## config.mk

```make
export PLATFORM = sky130hd
export DESIGN_NAME = ysyx_25020037_axi_rr_arbiter
export DESIGN_NICKNAME = d
export VERILOG_FILES = /design/src/rtl/ysyx_25020037_axi_rr_arbiter.sv
export SDC_FILE = /design/constraint.sdc
export NUM_CORES = 1
export LEC_CHECK = 0
export ABC_AREA = 1
export CAP_MARGIN = 20
export CORE_AREA = 3 3 258 260
export CTS_CLUSTER_SIZE = 14
export DETAILED_ROUTE_END_ITERATION = 7
export DIE_AREA = 0 0 261 263
export HOLD_SLACK_MARGIN = 0.08
export PLACE_DENSITY = 0.42
export SLEW_MARGIN = 10
export SYNTH_ARGS = -nofsm -noshare
export SYNTH_HDL_FRONTEND = slang
export SYNTH_SLANG_ARGS = --single-unit
```

## constraint.sdc

```tcl
create_clock -name clk -period 2.6 [get_ports clk]
set_clock_uncertainty 0.15 [all_clocks]
set_input_delay 0.39 -clock clk [delete_from_list [all_inputs] [get_ports clk]]
set_output_delay 0.39 -clock clk [all_outputs]
set_load 0.03 [all_outputs]
```

## src/rtl/ysyx_25020037_axi_rr_arbiter.sv

```systemverilog
// ysyx_25020037_axi_rr_arbiter
//   Round-robin AXI4 arbiter between N_MST upstream masters (IFU, LSU, ...)
//   and two downstream targets: the io_master port (everything) and a
//   read-only local port (reads whose addr[31:16] == LOCAL_BASE, i.e. CLINT).
//   One master owns the bus for exactly one transaction (AR+R burst or
//   AW+W+B). A stall watchdog raises a sticky err_timeout flag.
// Ports
//   clk, rst                      clock, async active-high reset
//   m_{ar,r,aw,w,b}{valid,ready,_pl}  upstream channels, master i in slice i
//   io_{ar,r,aw,w,b}{valid,ready,_pl} downstream AXI4 toward the SoC
//   l_{ar,r}{valid,ready,_pl}     local read-only port
//   grant                         one-hot current owner, 0 when idle
//   err_timeout                   sticky watchdog flag
// Payload layouts: AR/AW {addr32,id4,len8,size3,burst2}, W {data32,strb4,last1},
//   R {data32,resp2,last1,id4}, B {resp2,id4}.
module ysyx_25020037_axi_rr_arbiter #(
  parameter int unsigned N_MST      = 2,
  parameter logic [15:0] LOCAL_BASE = 16'h0200,
  parameter int unsigned TIMEOUT    = 4096
) (
  input  logic                  clk,
  input  logic                  rst,
  input  logic [N_MST-1:0]      m_arvalid,
  output logic [N_MST-1:0]      m_arready,
  input  logic [N_MST*49-1:0]   m_ar_pl,
  output logic [N_MST-1:0]      m_rvalid,
  input  logic [N_MST-1:0]      m_rready,
  output logic [N_MST*39-1:0]   m_r_pl,
  input  logic [N_MST-1:0]      m_awvalid,
  output logic [N_MST-1:0]      m_awready,
  input  logic [N_MST*49-1:0]   m_aw_pl,
  input  logic [N_MST-1:0]      m_wvalid,
  output logic [N_MST-1:0]      m_wready,
  input  logic [N_MST*37-1:0]   m_w_pl,
  output logic [N_MST-1:0]      m_bvalid,
  input  logic [N_MST-1:0]      m_bready,
  output logic [N_MST*6-1:0]    m_b_pl,
  output logic                  io_arvalid,
  input  logic                  io_arready,
  output logic [48:0]           io_ar_pl,
  input  logic                  io_rvalid,
  output logic                  io_rready,
  input  logic [38:0]           io_r_pl,
  output logic                  io_awvalid,
  input  logic                  io_awready,
  output logic [48:0]           io_aw_pl,
  output logic                  io_wvalid,
  input  logic                  io_wready,
  output logic [36:0]           io_w_pl,
  input  logic                  io_bvalid,
  output logic                  io_bready,
  input  logic [5:0]            io_b_pl,
  output logic                  l_arvalid,
  input  logic                  l_arready,
  output logic [48:0]           l_ar_pl,
  input  logic                  l_rvalid,
  output logic                  l_rready,
  input  logic [38:0]           l_r_pl,
  output logic [N_MST-1:0]      grant,
  output logic                  err_timeout
);

  localparam int unsigned AX_W   = 49;
  localparam int unsigned R_W    = 39;
  localparam int unsigned W_W    = 37;
  localparam int unsigned B_W    = 6;
  localparam int unsigned IW     = (N_MST > 1) ? $clog2(N_MST) : 1;
  localparam logic [31:0] WD_LIM = (TIMEOUT == 0) ? 32'd0 : 32'(TIMEOUT - 1);

  typedef enum logic [1:0] {IDLE, RD, WR} state_t;

  state_t          state, state_nx;
  logic [IW-1:0]   gnt_idx, rr_ptr, win_idx;
  logic            win_found, win_wr, win_local;
  logic            sel_local, addr_done, err_q;
  logic [31:0]     wdog;
  logic [N_MST-1:0] req;

  // granted master's upstream-driven signals
  logic            g_arvalid, g_rready, g_awvalid, g_wvalid, g_bready;
  logic [AX_W-1:0] g_ar_pl, g_aw_pl;
  logic [W_W-1:0]  g_w_pl;

  // selected target's response-side signals (0 outside RD/WR)
  logic            t_arready, t_rvalid, t_awready, t_wready, t_bvalid;
  logic [R_W-1:0]  t_r_pl;
  logic [B_W-1:0]  t_b_pl;

  logic addr_hs, data_hs, rd_done, wr_done;

  assign req = m_arvalid | m_awvalid;

  // Round-robin pick: first requester at or after rr_ptr, wrapping upward.
  always_comb begin
    int unsigned j;
    j         = 0;
    win_found = 1'b0;
    win_idx   = '0;
    win_wr    = 1'b0;
    win_local = 1'b0;
    for (int unsigned k = 0; k < N_MST; k++) begin
      j = 32'(rr_ptr) + k;
      if (j >= N_MST) j = j - N_MST;
      if (!win_found && req[j]) begin
        win_found = 1'b1;
        win_idx   = IW'(j);
        win_wr    = m_awvalid[j];
        win_local = (m_ar_pl[j*AX_W + 33 +: 16] == LOCAL_BASE);
      end
    end
  end

  // Mux the owner's request-side signals.
  always_comb begin
    g_arvalid = 1'b0;
    g_ar_pl   = '0;
    g_rready  = 1'b0;
    g_awvalid = 1'b0;
    g_aw_pl   = '0;
    g_wvalid  = 1'b0;
    g_w_pl    = '0;
    g_bready  = 1'b0;
    for (int unsigned i = 0; i < N_MST; i++) begin
      if (gnt_idx == IW'(i)) begin
        g_arvalid = m_arvalid[i];
        g_ar_pl   = m_ar_pl[i*AX_W +: AX_W];
        g_rready  = m_rready[i];
        g_awvalid = m_awvalid[i];
        g_aw_pl   = m_aw_pl[i*AX_W +: AX_W];
        g_wvalid  = m_wvalid[i];
        g_w_pl    = m_w_pl[i*W_W +: W_W];
        g_bready  = m_bready[i];
      end
    end
  end

  // State register
  always_ff @(posedge clk or posedge rst) begin
    if (rst) state <= IDLE;
    else     state <= state_nx;
  end

  // Next-state logic
  always_comb begin
    state_nx = state;
    unique case (state)
      IDLE: if (win_found) state_nx = win_wr ? WR : RD;
      RD:   if (rd_done)   state_nx = IDLE;
      WR:   if (wr_done)   state_nx = IDLE;
      default:             state_nx = IDLE;
    endcase
  end

  // Output routing. The address phase is forwarded only once per grant
  // (addr_done) so a master re-raising arvalid/awvalid inside its own
  // grant waits for a fresh arbitration instead of sneaking in a second
  // transaction.
  always_comb begin
    io_arvalid = 1'b0;
    io_ar_pl   = '0;
    io_rready  = 1'b0;
    io_awvalid = 1'b0;
    io_aw_pl   = '0;
    io_wvalid  = 1'b0;
    io_w_pl    = '0;
    io_bready  = 1'b0;
    l_arvalid  = 1'b0;
    l_ar_pl    = '0;
    l_rready   = 1'b0;
    t_arready  = 1'b0;
    t_rvalid   = 1'b0;
    t_r_pl     = '0;
    t_awready  = 1'b0;
    t_wready   = 1'b0;
    t_bvalid   = 1'b0;
    t_b_pl     = '0;
    m_arready  = '0;
    m_rvalid   = '0;
    m_r_pl     = '0;
    m_awready  = '0;
    m_wready   = '0;
    m_bvalid   = '0;
    m_b_pl     = '0;
    unique case (state)
      RD: begin
        if (sel_local) begin
          l_arvalid = g_arvalid & ~addr_done;
          l_ar_pl   = g_ar_pl;
          l_rready  = g_rready;
          t_arready = l_arready;
          t_rvalid  = l_rvalid;
          t_r_pl    = l_r_pl;
        end else begin
          io_arvalid = g_arvalid & ~addr_done;
          io_ar_pl   = g_ar_pl;
          io_rready  = g_rready;
          t_arready  = io_arready;
          t_rvalid   = io_rvalid;
          t_r_pl     = io_r_pl;
        end
      end
      WR: begin
        io_awvalid = g_awvalid & ~addr_done;
        io_aw_pl   = g_aw_pl;
        io_wvalid  = g_wvalid;
        io_w_pl    = g_w_pl;
        io_bready  = g_bready;
        t_awready  = io_awready;
        t_wready   = io_wready;
        t_bvalid   = io_bvalid;
        t_b_pl     = io_b_pl;
      end
      default: ;
    endcase
    for (int unsigned i = 0; i < N_MST; i++) begin
      if (state != IDLE && gnt_idx == IW'(i)) begin
        m_arready[i]            = t_arready & ~addr_done;
        m_rvalid[i]             = t_rvalid;
        m_r_pl[i*R_W +: R_W]    = t_r_pl;
        m_awready[i]            = t_awready & ~addr_done;
        m_wready[i]             = t_wready;
        m_bvalid[i]             = t_bvalid;
        m_b_pl[i*B_W +: B_W]    = t_b_pl;
      end
    end
  end

  assign addr_hs = ((g_arvalid & t_arready) | (g_awvalid & t_awready)) & ~addr_done;
  assign data_hs = (t_rvalid & g_rready) | (t_wready & g_wvalid) | (t_bvalid & g_bready);
  assign rd_done = (state == RD) & t_rvalid & g_rready & t_r_pl[4];
  assign wr_done = (state == WR) & t_bvalid & g_bready;

  always_comb begin
    grant = '0;
    if (state != IDLE) grant[gnt_idx] = 1'b1;
  end

  assign err_timeout = err_q;

  // Grant bookkeeping, round-robin pointer and watchdog
  always_ff @(posedge clk or posedge rst) begin
    if (rst) begin
      gnt_idx   <= '0;
      rr_ptr    <= '0;
      sel_local <= 1'b0;
      addr_done <= 1'b0;
      wdog      <= '0;
      err_q     <= 1'b0;
    end else if (state == IDLE) begin
      if (win_found) begin
        gnt_idx   <= win_idx;
        sel_local <= ~win_wr & win_local;
        addr_done <= 1'b0;
        wdog      <= '0;
      end
    end else begin
      if (addr_hs) addr_done <= 1'b1;
      if (rd_done || wr_done)
        rr_ptr <= (gnt_idx == IW'(N_MST - 1)) ? '0 : gnt_idx + 1'b1;
      // wdog saturates at the limit; the flag is raised on that stalled cycle
      if (TIMEOUT != 0 && !data_hs) begin
        if (wdog == WD_LIM) err_q <= 1'b1;
        else                wdog  <= wdog + 32'd1;
      end
    end
  end

endmodule

```

==> flow_metrics.py <==
metrics = {
    "status": {
        "outcome": "completed",
    },
    "clock_network": {
        "holdBufCountCts": 0,
        "h-tree-depth": 2,
        "cts-buffers-inserted": 5,
        "clkTransAtPathRegs_ps": 70,
        "insertion_delay_ps": 290,
        "cts_tree": "yes",
        "cts_root_buf": "clkbuf_16",
        "cts.path.max_buffers": 2,
        "cts_sinks": 39,
    },
    "layout": {
        "area_growth_pct": 159,
        "instances_no_fill": 2721,
        "final_common_cell": "nand2_1",
        "seqCellArea_um2": 981,
        "drive_gt1_frac": 0.215,
        "nets": 2238,
        "final_core_util": 0.245,
        "finalInstanceArea_um2": 15700,
        "multi_input_area_um2": 4690,
        "n_fill_cell": 7140,
        "final_cell_mix": "nand2_1, clkdlybuf4s50_1, nor2_1, buf_4, buf_12",
    },
    "pwr": {
        "comb_power_share": 0.885,
        "powerDensity_nw_per_um2": 781,
        "pwr-share-seq": 0.065,
        "switching_share": 0.565,
        "power_frac_clock": 0.049,
        "leakage_nw": 6.85,
        "internal-power_w": 0.00534,
        "peakVddDrop_v": 0.000704,
        "p_switching_w": 0.00695,
    },
    "detailed_routing": {
        "post-route-drc-count": 0,
        "drt_iter0_markers": 615,
        "wire_per_inst_um": 21.8,
        "num_vias": 10400,
        "dr.pass1.iters": 5,
        "routed_via_density": 3.82,
        "routed_wl_um": 59400,
        "final_antenna_net_count": 0,
    },
    "sta": {
        "maxSlewHeadroom": 0.477,
        "hold_viol": 0,
        "fmax_mhz": 392,
        "rsz0062_at_grt": "false",
        "fin_setup_tns_ps": 0,
        "drv_slew": 0,
        "setup_viol": 0,
        "tightest_slew_ps": 783,
        "fin_crit_ps": 2550,
        "period_share": 0.981,
    },
    "worst_setup_path": {
        "cp_max_fo": 5,
        "worst_path_max_delay_cell": "dfrtp_1",
        "timing.rr.start": "gnt_idx$_DFFE_PP0P_",
        "startpoint_type": "register",
        "end_kind": "output port",
        "path_cells": "inv_2 -> nor2_4 -> nand2_2 -> clkinv_4 -> buf_12 -> a22oi_1 -> buf_4 -> nor2_1 -> buf_12",
        "cp_common_cell": "buf_12",
        "critical_path_required_ps": 2060,
        "arrival_ps": 2010,
        "cp_slowest_stage_delay_ps": 390,
        "critical_path_class": "reg2out",
        "startpoint": "state[0]$_DFFE_PP0P_",
    },
    "floorplanning": {
        "initial_core_util": 0.0943,
        "die_y_um": 263,
        "chipWidth_um": 261,
        "die-area_um2": 68600,
        "num_rows": 93,
        "core_um2": 64300,
        "io-pin-count": 667,
    },
    "yosys": {
        "synth_top_family_by_area": "simple AND/OR/NAND/NOR gates",
        "yosys-mux-area-fraction": 0.0627,
        "synth_top_area_share": 0.245,
        "synthesis.yosys.warnings": 0,
        "synthesis.area_um2": 6070,
        "synthCells": 1172,
        "ys_ff_latch": 39,
        "synth_top_area_cell": "nand2_1",
        "synth_fa_ha_area_frac": 0.00206,
        "synth_area_leaders": "nand2_1, nor2_1, dfrtp_1, a21oi_1, mux2i_1",
        "ys_seq_area_frac": 0.161,
        "yosysUniqueCellTypes": 35,
        "synth_compound_area_frac": 0.140,
        "syn_avg_cell_area_um2": 5.18,
        "synth_fp_nets": 1546,
        "synth-simple-area-share": 0.522,
        "synth-xor-area-share": 0.0159,
    },
    "place": {
        "dp_hpwl_um": 51100,
        "placedCellCount": 2699,
        "place.gp.congestion": 0.878,
        "placed_area_um2": 15200,
        "port-buffer-count": 666,
    },
    "run": {
        "maxCapViolCount": 0,
    },
    "worst_hold_path": {
        "min_path_type": "reg2reg",
        "hold_start": "err_timeout$_DFFE_PP0P_",
    },
    "grt": {
        "grt_pass1_vias": 10400,
        "grt_max_degree": 86,
        "grt_pass1_wl_um": 78700,
        "grt_usage": 0.160,
        "antenna_found_initial": 10,
        "gr-total-overflow": 0,
    },
}
==> path summary, 6_finish.rpt <==
path | endpoint | slack, ps | cells after the start
setup / recovery | m_r_pl[70] | 50 | 9
hold / removal | err_timeout$_DFFE_PP0P_ | 340 | 2
setup reg to reg | wdog[27]$_DFFE_PP0P_ | 260 | 10
hold reg to reg | err_timeout$_DFFE_PP0P_ | 340 | 2
max in group asynchronous | wdog[24]$_DFFE_PP0P_ | 1320 | 3
min in group asynchronous | state[0]$_DFFE_PP0P_ | 410 | 2
==> state kept, by name, summed over array words and instances (netlist names) <==
register,flops
rr_ptr,1
gnt_idx,1
state,2
wdog,32
addr_done,1
err_timeout,1
sel_local,1
==> per-layer routing <==
layer  track usage  vias to the layer above  wire, µm
met4        0.0360                        8      1440
met2         0.271                      436     27900
li1              -                     5096         -
met5             0                        -        55
met1         0.194                     4797     23800
met3        0.0578                       55      6150
==> kinds of logic (layout without fill, tap and decap cells) <==
family                   count (synthesis)  count (layout)
buffers and inverters                  139             831
AND/OR/NAND/NOR                        797             797
AO/OA/AOI/OAI                          147             147
multiplexers                            38              38
XOR/XNOR                                11              11
other                                    0               2
adder cells (fa/ha/maj)                  1               1
flip-flops                              39              39
==> cell usage after synthesis <==
cell type,n
a21o_1,1
a21oi_1,88
a22oi_1,38
a31oi_1,1
a32o_1,1
and2_1,1
buf_1,8
buf_2,23
buf_4,3
buf_6,3
clkbuf_1,40
clkinv_1,2
dfrtp_1,39
ha_1,1
inv_1,57
inv_2,3
mux2i_1,38
nand2_1,397
nand2_4,3
nand3_1,63
nand3_2,1
nand3b_1,1
nand4_1,3
nor2_1,312
nor2_2,4
nor2_4,4
nor3_1,5
nor3b_1,2
o211ai_1,2
o21ai_0,14
o21ai_2,1
o32ai_1,1
or2_0,1
xnor2_1,5
xor2_1,6
==> worst max-delay path: cells and delay by family, from the launching register on <==
kind | cells | cell delay (ps)
buf+inv | 5 | 740
flops | 1 | 390
compound gates | 1 | 370
simple gates | 3 | 210
==> per-stage QoR <==
stage          setup slack [ps]  hold WS [ps]  power (W)
2_1_floorplan               160           342    0.00579
5_1_grt                   0.664           390     0.0130
3_3_place_gp               31.4           314     0.0115
6_report                   50.4           344     0.0123
4_1_cts                   -8.52           358     0.0124
3_5_place_dp              -8.45           334     0.0115
==> layout make-up <==
class                      count  area share
timing repair buffer         762       0.548
antenna                        2    0.000318
multi-input combinational    994       0.298
tap                          855      0.0679
sequential                    39      0.0623
clock buffer                   7     0.00842
inverter                      62      0.0157
==> power by group through the flow <==
stage | registers [W] | clock network [W] | logic (W)
global placement | 0.000859 | 0 | 0.0106
detailed placement | 0.000861 | 0 | 0.0107
global route | 0.000819 | 0.000646 | 0.0116
CTS | 0.000815 | 0.000624 | 0.0110
finish | 0.000804 | 0.000606 | 0.0109
floorplan | 0.000731 | 0 | 0.00506
==> repair_timing <==
| item | in CTS | in global routing |
|---|---|---|
| resized for setup | 80 | 29 |
| gates cloned | 2 | 4 |
| setup endpoints to repair | 184 | 83 |
| buffers inserted | 5 | 2 |
| pin swaps | 1 | 6 |
| endpoints found under the hold margin | 0 | 0 |
No activity file was read; power rests on OpenSTA's default activity.
